===== src/rtl/uart_pkg.sv =====
// uart_pkg: line settings and FSM states shared by uart_tx, uart_rx and uart_tx_queue
//   CLK_FREQ, BAUD, FRAME_BITS : default line settings
//   frame_cycles()             : clock cycles per UART frame
//   state_t                    : pacing FSM states
package uart_pkg;

    localparam int CLK_FREQ   = 100_000_000;
    localparam int BAUD       = 9600;
    localparam int FRAME_BITS = 10;

    typedef enum logic [1:0] {
        IDLE  = 2'd0,
        START = 2'd1,
        WAIT  = 2'd2
    } state_t;

    function automatic int frame_cycles(input int clk_freq, input int baud, input int frame_bits);
        return (clk_freq / baud) * frame_bits;
    endfunction

endpackage


===== src/rtl/sync_fifo.sv =====
// sync_fifo: circular byte FIFO with registered occupancy flags
//   clk, reset (async active-low)
//   push/wdata : write request; accepted when not full or when a pop happens in the same cycle
//   pop/rdata  : read request; rdata is the current head
//   full, empty, count : occupancy after the last edge
//   dropped    : this cycle's push is being rejected
module sync_fifo #(
    parameter int DEPTH = 16,
    parameter int WIDTH = 8
) (
    input  logic                     clk,
    input  logic                     reset,
    input  logic                     push,
    input  logic                     pop,
    input  logic [WIDTH-1:0]         wdata,
    output logic [WIDTH-1:0]         rdata,
    output logic                     full,
    output logic                     empty,
    output logic [$clog2(DEPTH):0]   count,
    output logic                     dropped
);
    localparam int AW = $clog2(DEPTH);

    logic [WIDTH-1:0] mem [DEPTH];
    logic [AW-1:0]    wp, rp;
    logic [AW:0]      count_nx;
    logic             do_push, do_pop;

    // full is judged before this cycle's pop, so a pop makes room for a same-cycle push
    assign do_pop   = pop && !empty;
    assign do_push  = push && (!full || do_pop);
    assign dropped  = push && !do_push;
    assign count_nx = count + (AW+1)'(do_push) - (AW+1)'(do_pop);
    assign rdata    = mem[rp];

    always_ff @(posedge clk or negedge reset) begin
        if (!reset) begin
            wp    <= '0;
            rp    <= '0;
            count <= '0;
            full  <= 1'b0;
            empty <= 1'b1;
        end else begin
            wp    <= wp + AW'(do_push);
            rp    <= rp + AW'(do_pop);
            count <= count_nx;
            full  <= count_nx == (AW+1)'(DEPTH);
            empty <= count_nx == '0;
        end
    end

    always_ff @(posedge clk) begin
        if (do_push) mem[wp] <= wdata;
    end

endmodule


===== src/rtl/uart_tx_queue.sv =====
// uart_tx_queue: buffers game-logic bytes and paces them into uart_tx, one per frame time
//   clk, reset (async active-low)
//   wr_data/wr_en          : byte push from game logic
//   full, empty, count     : FIFO occupancy
//   overflow               : sticky, set when a push is dropped
//   tx_data/tx_start       : to uart_tx; one-cycle start pulse per byte, data held for the frame
//   tx_busy                : frame in progress
module uart_tx_queue
    import uart_pkg::*;
#(
    parameter int DEPTH        = 16,
    parameter int CLK_FREQ     = uart_pkg::CLK_FREQ,
    parameter int BAUD         = uart_pkg::BAUD,
    parameter int FRAME_BITS   = uart_pkg::FRAME_BITS,
    parameter int FRAME_CYCLES = frame_cycles(CLK_FREQ, BAUD, FRAME_BITS)
) (
    input  logic                     clk,
    input  logic                     reset,
    input  logic [7:0]               wr_data,
    input  logic                     wr_en,
    output logic                     full,
    output logic                     empty,
    output logic [$clog2(DEPTH):0]   count,
    output logic                     overflow,
    output logic [7:0]               tx_data,
    output logic                     tx_start,
    output logic                     tx_busy
);
    localparam int CW = $clog2(FRAME_CYCLES);

    if (FRAME_CYCLES < 2) begin : g_bad_frame
        $error("uart_tx_queue: FRAME_CYCLES must be >= 2");
    end
    if (DEPTH < 2 || (DEPTH & (DEPTH - 1)) != 0) begin : g_bad_depth
        $error("uart_tx_queue: DEPTH must be a power of 2 and >= 2");
    end

    state_t        state, state_nx;
    logic [CW-1:0] cnt;
    logic [7:0]    head;
    logic          pop, dropped;

    sync_fifo #(.DEPTH(DEPTH), .WIDTH(8)) u_fifo (
        .clk     (clk),
        .reset   (reset),
        .push    (wr_en),
        .pop     (pop),
        .wdata   (wr_data),
        .rdata   (head),
        .full    (full),
        .empty   (empty),
        .count   (count),
        .dropped (dropped)
    );

    assign pop     = state == IDLE && !empty;
    assign tx_busy = state != IDLE;

    always_comb begin
        state_nx = state;
        case (state)
            IDLE:    state_nx = empty ? IDLE : START;
            START:   state_nx = WAIT;
            WAIT:    state_nx = cnt == '0 ? IDLE : WAIT;
            default: state_nx = IDLE;
        endcase
    end

    // START plus FRAME_CYCLES-1 WAIT cycles spans one frame; tx_start trails the START cycle by one edge
    always_ff @(posedge clk or negedge reset) begin
        if (!reset) begin
            state    <= IDLE;
            cnt      <= '0;
            tx_data  <= 8'h00;
            tx_start <= 1'b0;
            overflow <= 1'b0;
        end else begin
            state    <= state_nx;
            cnt      <= state == START ? CW'(FRAME_CYCLES - 2) : (state == WAIT && cnt != '0) ? cnt - 1'b1 : cnt;
            tx_data  <= pop ? head : tx_data;
            tx_start <= state == START;
            overflow <= overflow | dropped;
        end
    end

endmodule

===== config.mk =====
export PLATFORM = sky130hd
export DESIGN_NAME = uart_tx_queue
export DESIGN_NICKNAME = d
export VERILOG_FILES = /design/src/rtl/uart_pkg.sv /design/src/rtl/sync_fifo.sv /design/src/rtl/uart_tx_queue.sv
export SDC_FILE = /design/constraint.sdc
export NUM_CORES = 1
export LEC_CHECK = 0
export BUFFER_PORTS_ARGS = -buffer_cell sky130_fd_sc_hd__buf_4
export CAP_MARGIN = 20
export CORE_MARGIN = 1.5
export CORE_UTILIZATION = 45
export CTS_BUF_LIST = sky130_fd_sc_hd__clkbuf_4
export DETAILED_ROUTE_END_ITERATION = 8
export GPL_ROUTABILITY_DRIVEN = 0
export PLACE_DENSITY_LB_ADDON = 0.3
export SYNTH_ARGS = -nofsm -noshare
export SYNTH_HDL_FRONTEND = slang
export SYNTH_SLANG_ARGS = --single-unit

===== constraint.sdc =====
create_clock -name clk -period 3.25 [get_ports clk]
set_clock_uncertainty 0.2 [all_clocks]
set_input_delay 0 -clock clk [delete_from_list [all_inputs] [get_ports clk]]
set_output_delay 0 -clock clk [all_outputs]
set_load 0.02 [all_outputs]

==> results of run 1 <==
[area by class of cell]
class | count | share of cell area, %
flip-flops and latches | 172 | 60.8
multi-input cells | 243 | 24.7
repair buffers | 65 | 6.76
well taps | 211 | 3.24
clock inverters | 15 | 2.40
clock buffers | 17 | 1.57
inverters | 11 | 0.507
diodes | 1 | 0.0307
[through the flow]
stage | util (%) | worst slack [ps]
floorplan | - | 402
global placement | 50.1 | 461
detailed placement | 50.1 | 409
CTS | 53.1 | 353
global route | 53.2 | 234
finish | 53.2 | 358
[worst paths after layout]
check / start / endpoint / slack, ps / cells after the start
worst max-delay path: state[1] / u_fifo.full / 360 / 7
worst min-delay path: wr_data[2] / u_fifo.mem[11][2] / 110 / 2
worst max register to register: state[1] / u_fifo.full / 360 / 7
worst min register to register: cnt[6] / cnt[6] / 300 / 1
max in group asynchronous: reset / u_fifo.rp[0] / 2330 / 4
min in group asynchronous: reset / u_fifo.empty / 290 / 3
[power breakdown]
part	internal [mW]	total, mW	switching, mW
Combinational	1.05	2.30	1.25
Sequential	2.72	3.06	0.334
Clock	0.611	1.34	0.730
Total	4.39	6.70	2.31
[timing repair]
action                                 in CTS  in global routing
endpoints found under the hold margin     177                  0
buffers inserted                            0                  0
setup endpoints to repair                   0                  0
hold buffers                               13                  0
[cell usage after synthesis (all sizes together), types with 2 or more instances]
master | count | area share [%]
a21o | 3 | 0.32
a21oi | 12 | 0.85
a22oi | 21 | 2.2
a2bb2oi | 2 | 0.25
a31oi | 13 | 1.1
and3 | 2 | 0.18
and4 | 5 | 0.62
buf | 8 | 0.63
clkbuf | 13 | 0.69
clkinv | 2 | 0.11
dfrtp | 43 | 15
edfxtp | 128 | 54
ha | 11 | 1.9
inv | 9 | 0.48
mux2i | 36 | 5.1
mux4 | 17 | 5.4
nand2 | 10 | 0.53
nand2b | 5 | 0.44
nand3 | 4 | 0.28
nand3b | 3 | 0.32
nor2 | 35 | 1.9
nor2b | 3 | 0.26
nor3 | 9 | 0.86
nor3b | 2 | 0.21
nor4 | 3 | 0.48
o21ai | 12 | 0.85
or2 | 4 | 0.35
or3 | 4 | 0.42
or4 | 2 | 0.26
xnor2 | 5 | 0.62
xor2 | 3 | 0.37
[metal layers]
| layer | track usage [%] | routed length (um) |
|---|---|---|
| met1 | 23.9 | 6210 |
| met5 | 0 | 0 |
| met4 | 6.74 | 257 |
| met2 | 31.3 | 7210 |
| met3 | 4.49 | 597 |
[sequential cells by signal, summed over array words and instances, names as in the netlist]
name          cells
u_fifo.mem      128
cnt              17
tx_data           8
u_fifo.count      5
u_fifo.rp         4
u_fifo.wp         4
state             2
overflow          1
tx_start          1
u_fifo.empty      1
u_fifo.full       1
[kinds of logic after synthesis]
logic type | share of synthesized area (%)
AND/OR/NAND/NOR | 7.67
XOR/XNOR | 0.988
AO/OA/AOI/OAI | 7.00
buffers and inverters | 1.91
flip-flops | 69.7
adder cells (fa/ha/maj) | 2.22
multiplexers | 10.5
==> tab_implementation.tex, run 1 <==
\begin{tabular}{lr}
\hline
Metric & Value \\
\hline
\multicolumn{2}{l}{\textbf{STA}} \\
\quad Final hold violation count & 0 \\
\quad Crit path time final & 2890 ps \\
\quad Worst slew pin tran & 779 ps \\
\quad Headroom to the max-slew limit & 48.0\% \\
\quad Worst hold slack & 106 ps \\
\quad RSZ-0062 raised after global routing & false \\
\quad Ratio of final minimum period to clock period & 89.0\% \\
\quad Highest Clock Rate & 346 MHz \\
\quad Setup violators final & 0 \\
\quad Final total negative setup slack & 0 ps \\
\quad Final number of max-transition violations & 0 \\
\multicolumn{2}{l}{\textbf{Clocking}} \\
\quad Post-CTS clock slew at the launch and capture registers of the worst setup and hold paths & 140 ps \\
\quad Sink Count & 172 \\
\quad Post-cts repair resize count & 0 \\
\quad TritonCTS clock tree & yes \\
\quad Deepest clock path buffer count & 2 \\
\quad Cell at the root of the clock tree & clkbuf\_4 \\
\quad Number of buffers inserted during clock tree synthesis & 17 \\
\quad Clock network latency to the later pin of the worst-skew pair & 560 ps \\
\quad CTS H-Tree Depth & 4 \\
\multicolumn{2}{l}{\textbf{Hold path}} \\
\quad Worst hold path type & in -> reg \\
\multicolumn{2}{l}{\textbf{Job}} \\
\quad Count of maximum capacitance violations & 0 \\
\multicolumn{2}{l}{\textbf{Setup path}} \\
\quad Critical Path, Cell by Cell & or3\_1, buf\_4, a21boi\_2, ha\_1, fa\_1, or3\_1, nor3b\_1 \\
\quad Endpoint arrival time on the critical path & 3170 ps \\
\quad Worst endpoint required time & 3520 ps \\
\quad WS Path Type & reg -> reg \\
\quad Worst path most repeated cell & or3\_1 \\
\quad Critical path startpoint category & flip-flop \\
\quad Worst Path Buf+Inv & 1 \\
\quad Critical path endpoint category & flip-flop \\
\quad Largest stage delay on the critical path & 450 ps \\
\quad Cell at the slowest stage of the critical path & fa\_1 \\
\quad Largest delay share family, worst path & simple AND/OR/NAND/NOR gates \\
\quad Maximum fanout encountered on the critical timing path & 11 \\
\multicolumn{2}{l}{\textbf{Logic synthesis}} \\
\quad Sequential element share of the synthesized area & 69.7\% \\
\quad Distinct cell type count after synthesis & 57 \\
\quad Yosys synthesis warning count & 0 \\
\quad Async set-or-reset flop fraction in the synthesized netlist & 25.6\% \\
\quad Post-synthesis area per instance & 15.9 um2 \\
\quad Nets in the synthesized netlist & 470 \\
\quad Total standard cell area after synthesis & 7090 um2 \\
\quad Seq cells post-synth & 172 \\
\quad Top\_reg\_cell synth & edfxtp\_1 \\
\quad Post-synth EDFFs & 128 \\
\quad Gate count after technology mapping & 447 \\
\multicolumn{2}{l}{\textbf{Finish}} \\
\quad Top library cells by usage in the layout, fill and taps aside & edfxtp\_1 (128), buf\_4 (51), dfrtp\_1 (42) \\
\quad Layout cells sized above 1 & 21.6\% \\
\quad Multi-input gate area in the final layout & 2010 um2 \\
\quad Area taken by flip-flops and latches & 4950 um2 \\
\quad Number of cells in the finished layout apart from fillers & 735 \\
\quad Total of fill cells in the finished design & 1283 \\
\quad Net total in the final layout & 533 \\
\quad Commonest non-fill, non-tap cell in the layout & edfxtp\_1 \\
\quad Finished Cell Area & 8140 um2 \\
\quad Area growth syn-to-layout & 14.8\% \\
\multicolumn{2}{l}{\textbf{Floorplan}} \\
\quad Area of the die & 16500 um2 \\
\quad Num ports & 29 \\
\quad Die width & 129 um \\
\quad Die H & 129 um \\
\quad Core region area & 15300 um2 \\
\quad Initial Utilization & 46.3\% \\
\quad Row Count & 45 \\
\multicolumn{2}{l}{\textbf{Placement}} \\
\quad Cell count after placement & 689 \\
\quad Number of I/O port buffers & 28 \\
\quad Detailed placer's ending HPWL & 9350 um \\
\quad Placed inst area & 7670 um2 \\
\multicolumn{2}{l}{\textbf{Power and ir drop}} \\
\quad PD cells & 823 nW/um2 \\
\quad Overall power of the completed layout & 6.70 mW \\
\quad Leakage dissipation & 2.95 nW \\
\quad Largest vdd supply drop & 0.321 mV \\
\multicolumn{2}{l}{\textbf{Global route}} \\
\quad Total overflow reported by the global router & 0 \\
\quad Wire length of the first global-routing pass & 22600 um \\
\quad All-layer global routing usage & 18.7\% \\
\quad Vias in the first global route & 4127 \\
\quad Antenna violations before repair & 1 \\
\quad Maximum number of pins on one net before global-route repair & 44 \\
\multicolumn{2}{l}{\textbf{Routing}} \\
\quad Routed wire length & 14300 um \\
\quad First-pass DRT Iterations & 5 \\
\quad DR WL/cell & 19.4 um \\
\quad Number of vias per cell & 5.50 \\
\quad Total number of vias & 4040 \\
\quad Number of antenna-violating nets in the routed design & 0 \\
\quad DRC & 0 \\
\quad Detailed Route Iter0 Violations & 288 \\
\multicolumn{2}{l}{\textbf{Outcome}} \\
\quad Outcome & complete, no violations \\
\hline
\end{tabular}
(Power assumes the default switching activity.)
==> inputs of run 2 (changes only) <==
==> constraint.sdc (replaced) <==
create_clock -name clk -period 3.6 [get_ports clk]
set_clock_uncertainty 0.2 [all_clocks]
set_input_delay 0 -clock clk [delete_from_list [all_inputs] [get_ports clk]]
set_output_delay 0 -clock clk [all_outputs]
set_load 0.02 [all_outputs]
==> run 2 against run 1 <==
Flip-flop and latch count unchanged. Register-to-register slack got worse by 60 ps. Combinational power fell by 13%. Critical path depth is 3 higher. Global-route usage is 0.20 points higher. First-iteration DRC count is 13% higher. Maximum frequency decreased by 12%. Non-clock buffer count shrank 13. Largest cell class unchanged.
==> tab_implementation.tex, run 2 (synthesis gave the netlist of run 1 again) <==
\begin{tabular}{lr}
\hline
Metric & Value \\
\hline
\multicolumn{2}{l}{\textbf{Finish}} \\
\quad Biggest registers after layout & u\_fifo.mem: 128 flops, cnt: 17 flops, tx\_data: 8 flops (unchanged) \\
\quad Area growth syn-to-layout & 13.3\% (was 14.8\%) \\
\quad Total of fill cells in the finished design & 1275 (was 1283) \\
\quad Area taken by flip-flops and latches & 4950 um2 (unchanged) \\
\quad Layout cells sized above 1 & 20.0\% (was 21.6\%) \\
\quad Finished Cell Area & 8040 um2 (was 8140 um2) \\
\quad Top library cells by usage in the layout, fill and taps aside & edfxtp\_1 (128), dfrtp\_1 (42), buf\_4 (39) (was edfxtp\_1 (128), buf\_4 (51), dfrtp\_1 (42)) \\
\quad Multi-input gate area in the final layout & 2010 um2 (unchanged) \\
\quad Net total in the final layout & 520 (was 533) \\
\quad Flip-flop count of the largest register after layout & 128 (unchanged) \\
\quad Commonest non-fill, non-tap cell in the layout & edfxtp\_1 (unchanged) \\
\quad Most flop-heavy register & u\_fifo.mem (unchanged) \\
\multicolumn{2}{l}{\textbf{STA}} \\
\quad Worst slew pin tran & 940 ps (was 779 ps) \\
\quad Worst hold slack & 95.3 ps (was 106 ps) \\
\quad Headroom to the max-slew limit & 37.3\% (was 48.0\%) \\
\quad Setup violators final & 0 (unchanged) \\
\quad Highest Clock Rate & 303 MHz (was 346 MHz) \\
\quad Final total negative setup slack & 0 ps (unchanged) \\
\quad Crit path time final & 3300 ps (was 2890 ps) \\
\quad RSZ-0062 raised after global routing & false (unchanged) \\
\quad Ratio of final minimum period to clock period & 91.8\% (was 89.0\%) \\
\quad Final number of max-transition violations & 0 (unchanged) \\
\quad Final hold violation count & 0 (unchanged) \\
\multicolumn{2}{l}{\textbf{Global route}} \\
\quad All-layer global routing usage & 18.9\% (was 18.7\%) \\
\quad Antenna violations before repair & 1 (unchanged) \\
\quad Total overflow reported by the global router & 0 (unchanged) \\
\quad Maximum number of pins on one net before global-route repair & 44 (unchanged) \\
\quad Vias in the first global route & 4097 (was 4127) \\
\quad Wire length of the first global-routing pass & 22500 um (was 22600 um) \\
\multicolumn{2}{l}{\textbf{Setup path}} \\
\quad Largest delay share family, worst path & adder cells (was simple AND/OR/NAND/NOR gates) \\
\quad Setup slack, reg-to-reg & 300 ps (was 360 ps) \\
\quad WS Path Type & reg -> reg (unchanged) \\
\quad Worst endpoint required time & 3880 ps (was 3520 ps) \\
\quad Worst Path Buf+Inv & 3 (was 1) \\
\quad Maximum fanout encountered on the critical timing path & 12 (was 11) \\
\quad Critical path startpoint category & flip-flop (unchanged) \\
\quad Cell at the slowest stage of the critical path & dfrtp\_1 (was fa\_1) \\
\quad Endpoint arrival time on the critical path & 3590 ps (was 3170 ps) \\
\quad Critical Path, Cell by Cell & or3\_1, buf\_4, clkinv\_1, ha\_1, inv\_1, ha\_1, fa\_1, xor2\_1, or3\_1, nor3b\_1 (was or3\_1, buf\_4, a21boi\_2, ha\_1, fa\_1, or3\_1, nor3b\_1) \\
\quad Largest stage delay on the critical path & 550 ps (was 450 ps) \\
\quad Critical path endpoint category & flip-flop (unchanged) \\
\multicolumn{2}{l}{\textbf{Floorplan}} \\
\quad Die H & 129 um (unchanged) \\
\quad Num ports & 29 (unchanged) \\
\quad Area of the die & 16500 um2 (unchanged) \\
\quad Initial Utilization & 46.3\% (unchanged) \\
\quad Row Count & 45 (unchanged) \\
\quad Core region area & 15300 um2 (unchanged) \\
\quad Die width & 129 um (unchanged) \\
\multicolumn{2}{l}{\textbf{Clocking}} \\
\quad Deepest clock path buffer count & 2 (unchanged) \\
\quad Number of buffers inserted during clock tree synthesis & 17 (unchanged) \\
\quad CTS H-Tree Depth & 4 (unchanged) \\
\quad Post-CTS clock slew at the launch and capture registers of the worst setup and hold paths & 150 ps (was 140 ps) \\
\quad Clock network latency to the later pin of the worst-skew pair & 580 ps (was 560 ps) \\
\quad TritonCTS clock tree & yes (unchanged) \\
\quad Buffer count from post-CTS setup fixing & 0 (unchanged) \\
\quad Cell at the root of the clock tree & clkbuf\_4 (unchanged) \\
\quad Sink Count & 172 (unchanged) \\
\multicolumn{2}{l}{\textbf{Job}} \\
\quad Count of maximum capacitance violations & 0 (unchanged) \\
\multicolumn{2}{l}{\textbf{Routing}} \\
\quad Number of antenna-violating nets in the routed design & 0 (unchanged) \\
\quad Number of vias per cell & 5.47 (was 5.50) \\
\quad Detailed Route Iter0 Violations & 325 (was 288) \\
\quad First-pass DRT Iterations & 4 (was 5) \\
\quad Routed wire length & 14300 um (about the same) \\
\quad DRC & 0 (unchanged) \\
\quad DR WL/cell & 19.8 um (was 19.4 um) \\
\quad Total number of vias & 3972 (was 4040) \\
\multicolumn{2}{l}{\textbf{Power and ir drop}} \\
\quad PD cells & 743 nW/um2 (was 823 nW/um2) \\
\quad P\_int & 3.86 mW (was 4.39 mW) \\
\quad Largest vdd supply drop & 0.277 mV (was 0.321 mV) \\
\quad Fraction of power spent switching nets & 35.3\% (was 34.5\%) \\
\quad Sequential share of power & 46.7\% (was 45.7\%) \\
\quad Fraction of power consumed by combinational cells & 33.4\% (was 34.3\%) \\
\quad Leakage dissipation & 2.87 nW (was 2.95 nW) \\
\quad Part of the power in the clock network & 20.0\% (about the same) \\
\quad Switching power summed over all nets & 2.11 mW (was 2.31 mW) \\
\multicolumn{2}{l}{\textbf{Outcome}} \\
\quad Outcome & complete, no violations (unchanged) \\
\multicolumn{2}{l}{\textbf{Placement}} \\
\quad Number of I/O port buffers & 28 (unchanged) \\
\quad Placed inst area & 7560 um2 (was 7670 um2) \\
\quad Detailed placer's ending HPWL & 9470 um (was 9350 um) \\
\multicolumn{2}{l}{\textbf{Hold path}} \\
\quad Worst hold path type & in -> reg (unchanged) \\
\hline
\end{tabular}
-- run 2: changes by cell type in the layout (fill, tap and decap cells not counted), sizes merged --
cell	change
clkinv	-5
bufinv	-1
clkinvlp	+1
buf	-13
clkbuf	+1
diode	+4
inv	+4
-- run 2: layout make-up --
cell class,count,share of cell area (%)
well taps,211,3.29
multi-input cells,243,25.0
diodes,5,0.156
inverters,11,0.514
clock buffers,18,1.68
clock inverters,14,2.29
flip-flops and latches,172,61.6
repair buffers,52,5.48
-- run 2: path summary, 6_finish.rpt --
kind / startpoint / end / depth (start not counted)
max: state[0] / u_fifo.full / 10
min: wr_data[2] / u_fifo.mem[7][2] / 2
max reg2reg: state[0] / u_fifo.full / 10
min reg2reg: cnt[6] / cnt[6] / 1
max in group asynchronous: reset / u_fifo.rp[0] / 4
min in group asynchronous: reset / u_fifo.empty / 3
-- run 2: layer usage --
metal	wire (um)	up-vias	track usage (%)
li1	-	1853	-
met1	6080	1974	24.1
met2	7190	124	31.2
met3	805	21	4.99
met4	269	0	7.20
met5	0	-	0
-- run 2: repair_timing --
action | 4_1_cts | 5_1_grt
endpoints found under the setup margin | 0 | 0
gates resized for setup | 0 | 0
hold buffers | 13 | 0
hold endpoints to repair | 176 | 0
-- run 2: power by group through the flow --
stage	combinational (mW)	clock, mW	sequential (mW)
finish	1.99	1.19	2.79
global route	2.19	1.30	2.83
floorplan	1.42	0	2.73
global placement	1.94	0	2.82
detailed placement	1.98	0	2.83
CTS	2.01	1.22	2.79
-- run 2: worst reg2reg max path, stage by stage, from the launching register on --
cell	delay (ps)
dfrtp_1	550
or3_1	170
buf_4	180
clkinv_1	310
ha_1	390
inv_1	40
ha_1	220
fa_1	410
xor2_1	190
or3_1	350
nor3b_1	220
-- run 2: through the flow --
step | util (%) | total power, mW | setup WS (ps) | cells
after floorplan | - | 4.15 | 752 | 447
after global placement | 49.3 | 4.76 | 492 | 676
after detailed placement | 49.3 | 4.81 | 354 | 676
after CTS | 52.4 | 6.02 | 292 | 721
after global routing | 52.5 | 6.31 | 42.9 | 726
final | 52.5 | 5.97 | 296 | 726
==> inputs of run 3 (changes only) <==
--- a/config.mk
+++ b/config.mk
@@ -12,7 +12,8 @@
 export CTS_BUF_LIST = sky130_fd_sc_hd__clkbuf_4
 export DETAILED_ROUTE_END_ITERATION = 8
 export GPL_ROUTABILITY_DRIVEN = 0
-export PLACE_DENSITY_LB_ADDON = 0.3
+export MAX_ROUTING_LAYER = met4
+export PLACE_DENSITY = 0.58
 export SYNTH_ARGS = -nofsm -noshare
 export SYNTH_HDL_FRONTEND = slang
 export SYNTH_SLANG_ARGS = --single-unit
==> run 3 against run 2 <==
Sequential power is 1% lower. First-iteration DRC count up 9.8%. Flip-flop and latch count did not move. Worst hold slack worse by 37 ps. Total power shrank 0.34%. Worst setup slack better by 200 ps. Highest routed layer unchanged.
==> tab_implementation.tex, run 3 (synthesis gave the netlist of run 1 again) <==
\begin{tabular}{lr}
\hline
Metric & Value \\
\hline
\multicolumn{2}{l}{\textbf{Routing}} \\
\quad First-pass DRT Iterations & 5 (was 4) \\
\quad DRC & 0 (unchanged) \\
\quad Met2 WL & 7180 um (was 7190 um) \\
\quad Routed wire length & 14600 um (was 14300 um) \\
\quad Sum of routed wire segments on met1 & 6650 um (was 6080 um) \\
\quad Uppermost routed layer & met4 (unchanged) \\
\quad Detailed Route Iter0 Violations & 357 (was 325) \\
\quad Number of vias per cell & 5.45 (was 5.47) \\
\quad DR WL/cell & 20.3 um (was 19.8 um) \\
\quad Wire length on met3 & 565 um (was 805 um) \\
\quad Total number of vias & 3919 (was 3972) \\
\quad Number of antenna-violating nets in the routed design & 0 (unchanged) \\
\multicolumn{2}{l}{\textbf{STA}} \\
\quad Final worst setup slack & 498 ps (was 296 ps) \\
\quad RSZ-0062 raised after global routing & false (unchanged) \\
\quad Final hold violation count & 0 (unchanged) \\
\quad Final number of max-transition violations & 0 (unchanged) \\
\quad Highest Clock Rate & 322 MHz (was 303 MHz) \\
\quad Crit path time final & 3100 ps (was 3300 ps) \\
\quad Headroom to the max-slew limit & 32.0\% (was 37.3\%) \\
\quad Final total negative setup slack & 0 ps (unchanged) \\
\quad Ratio of final minimum period to clock period & 86.2\% (was 91.8\%) \\
\quad Worst slew pin tran & 1020 ps (was 940 ps) \\
\quad Setup violators final & 0 (unchanged) \\
\multicolumn{2}{l}{\textbf{Floorplan}} \\
\quad Core region area & 15300 um2 (unchanged) \\
\quad Num ports & 29 (unchanged) \\
\quad Initial Utilization & 46.3\% (unchanged) \\
\quad Area of the die & 16500 um2 (unchanged) \\
\quad Row Count & 45 (unchanged) \\
\quad Die H & 129 um (unchanged) \\
\quad Die width & 129 um (unchanged) \\
\multicolumn{2}{l}{\textbf{Setup path}} \\
\quad Crit Reg-Reg Endpoint & u\_fifo.full (unchanged) \\
\quad Timing endpoint of the critical path & u\_fifo.full (unchanged) \\
\quad Maximum fanout encountered on the critical timing path & 12 (unchanged) \\
\quad WS Path Type & reg -> reg (unchanged) \\
\quad Setup slack, reg-to-reg & 500 ps (was 300 ps) \\
\quad Worst endpoint required time & 3860 ps (was 3880 ps) \\
\quad Critical path endpoint category & flip-flop (unchanged) \\
\quad Number of cell instances on the worst register-to-register path & 10 (unchanged) \\
\quad Critical path startpoint category & flip-flop (unchanged) \\
\quad Critical path origin & state[0] (unchanged) \\
\quad Worst reg2reg startpoint & state[0] (unchanged) \\
\quad Endpoint arrival time on the critical path & 3360 ps (was 3590 ps) \\
\multicolumn{2}{l}{\textbf{Clocking}} \\
\quad Clock network latency to the later pin of the worst-skew pair & 550 ps (was 580 ps) \\
\quad Number of buffers inserted during clock tree synthesis & 17 (unchanged) \\
\quad Count of hold-fix buffers inserted at cts & 12 (was 13) \\
\quad Deepest clock path buffer count & 2 (unchanged) \\
\quad Buffer count from post-CTS setup fixing & 0 (unchanged) \\
\quad Post-cts repair resize count & 0 (unchanged) \\
\quad Sink Count & 172 (unchanged) \\
\quad Cell at the root of the clock tree & clkbuf\_4 (unchanged) \\
\quad TritonCTS clock tree & yes (unchanged) \\
\quad CTS H-Tree Depth & 4 (unchanged) \\
\quad Post-CTS clock slew at the launch and capture registers of the worst setup and hold paths & 120 ps (was 150 ps) \\
\multicolumn{2}{l}{\textbf{Power and ir drop}} \\
\quad Overall power of the completed layout & 5.95 mW (was 5.97 mW) \\
\quad Largest vdd supply drop & 0.300 mV (was 0.277 mV) \\
\quad PD cells & 745 nW/um2 (was 743 nW/um2) \\
\quad Leakage dissipation & 2.86 nW (was 2.87 nW) \\
\multicolumn{2}{l}{\textbf{Finish}} \\
\quad Biggest registers after layout & u\_fifo.mem: 128 flops, cnt: 17 flops, tx\_data: 8 flops (unchanged) \\
\quad Top library cells by usage in the layout, fill and taps aside & edfxtp\_1 (128), dfrtp\_1 (42), buf\_4 (37) (was edfxtp\_1 (128), dfrtp\_1 (42), buf\_4 (39)) \\
\quad Number of cells in the finished layout apart from fillers & 719 (was 726) \\
\quad Flip-flop count of the largest register after layout & 128 (unchanged) \\
\quad Most flop-heavy register & u\_fifo.mem (unchanged) \\
\quad Layout cells sized above 1 & 19.7\% (was 20.0\%) \\
\quad Area growth syn-to-layout & 12.6\% (was 13.3\%) \\
\quad Commonest non-fill, non-tap cell in the layout & edfxtp\_1 (unchanged) \\
\quad Net total in the final layout & 517 (was 520) \\
\quad Total of fill cells in the finished design & 1305 (was 1275) \\
\multicolumn{2}{l}{\textbf{Job}} \\
\quad Count of maximum capacitance violations & 0 (unchanged) \\
\multicolumn{2}{l}{\textbf{Global route}} \\
\quad Total overflow reported by the global router & 0 (unchanged) \\
\quad Antenna violations before repair & 1 (unchanged) \\
\quad Maximum number of pins on one net before global-route repair & 44 (unchanged) \\
\quad Wire length of the first global-routing pass & 23000 um (was 22500 um) \\
\quad Vias in the first global route & 4055 (was 4097) \\
\quad All-layer global routing usage & 20.0\% (was 18.9\%) \\
\multicolumn{2}{l}{\textbf{Hold path}} \\
\quad Startpoint of the most critical hold path & wr\_en (was wr\_data[2]) \\
\quad Worst hold path type & in -> reg (unchanged) \\
\multicolumn{2}{l}{\textbf{Placement}} \\
\quad Number of I/O port buffers & 28 (unchanged) \\
\quad Cell count after placement & 674 (was 676) \\
\quad Setup slack after placement & 528 ps (was 354 ps) \\
\quad Detailed placer's ending HPWL & 9660 um (was 9470 um) \\
\multicolumn{2}{l}{\textbf{Outcome}} \\
\quad Outcome & complete, no violations (unchanged) \\
\hline
\end{tabular}
## run 3: cell types whose count changed in the layout (fill, tap and decap cells not counted), sizes merged
cell         delta
diode           -4
clkinvlp        -1
buf             -2
clkinv          +1
inv             -4
clkbuf          +4
dlygate4sd3     -1
## run 3: how the worst min path moves through the flow
stage / end / slack, ps / depth (start not counted)
after floorplan: cnt[0] / -500 / 0
after global placement: u_fifo.count[3] / -160 / 1
after detailed placement: u_fifo.count[3] / -160 / 1
after CTS: overflow / 20 / 3
after global routing: overflow / 30 / 3
final: overflow / 60 / 3
## run 3: layer usage
metal / vias up / track usage (%)
met1: 1995 / 25.5
met3: 17 / 5.11
met4: 0 / 5.42
li1: 1832 / -
met5: - / -
met2: 75 / 32.0
## run 3: final cells by class
class,instances,area (um2),share of cell area (%)
Sequential cell,172,4950,61.9
Multi-Input combinational cell,243,2010,25.2
Timing Repair Buffer,49,415,5.20
Tap cell,211,264,3.30
Clock buffer,22,165,2.07
Clock inverter,10,141,1.77
Inverter,11,41.3,0.517
Antenna cell,1,2.50,0.0313
## run 3: worst max-delay path: stages, from the launching register on
cell	delay, ps
dfrtp_1	540
or3_1	200
clkinv_1	270
ha_1	390
inv_1	40
ha_1	210
fa_1	410
a21o_1	180
a21oi_1	200
xnor2_1	170
nor3b_1	210
## run 3: power by group
group	internal, mW	switching (mW)
Clock	0.524	0.644
Sequential	2.46	0.289
Combinational	0.887	1.15
## run 3: through the flow
step / hold WS (ps) / area (um2) / utilization (%)
3_3_place_gp: -164 / 7540 / 49.2
4_1_cts: 17.8 / 7990 / 52.1
2_1_floorplan: -496 / 7090 / -
3_5_place_dp: -157 / 7540 / 49.2
6_report: 58.3 / 7990 / 52.2
5_1_grt: 25.7 / 7990 / 52.2
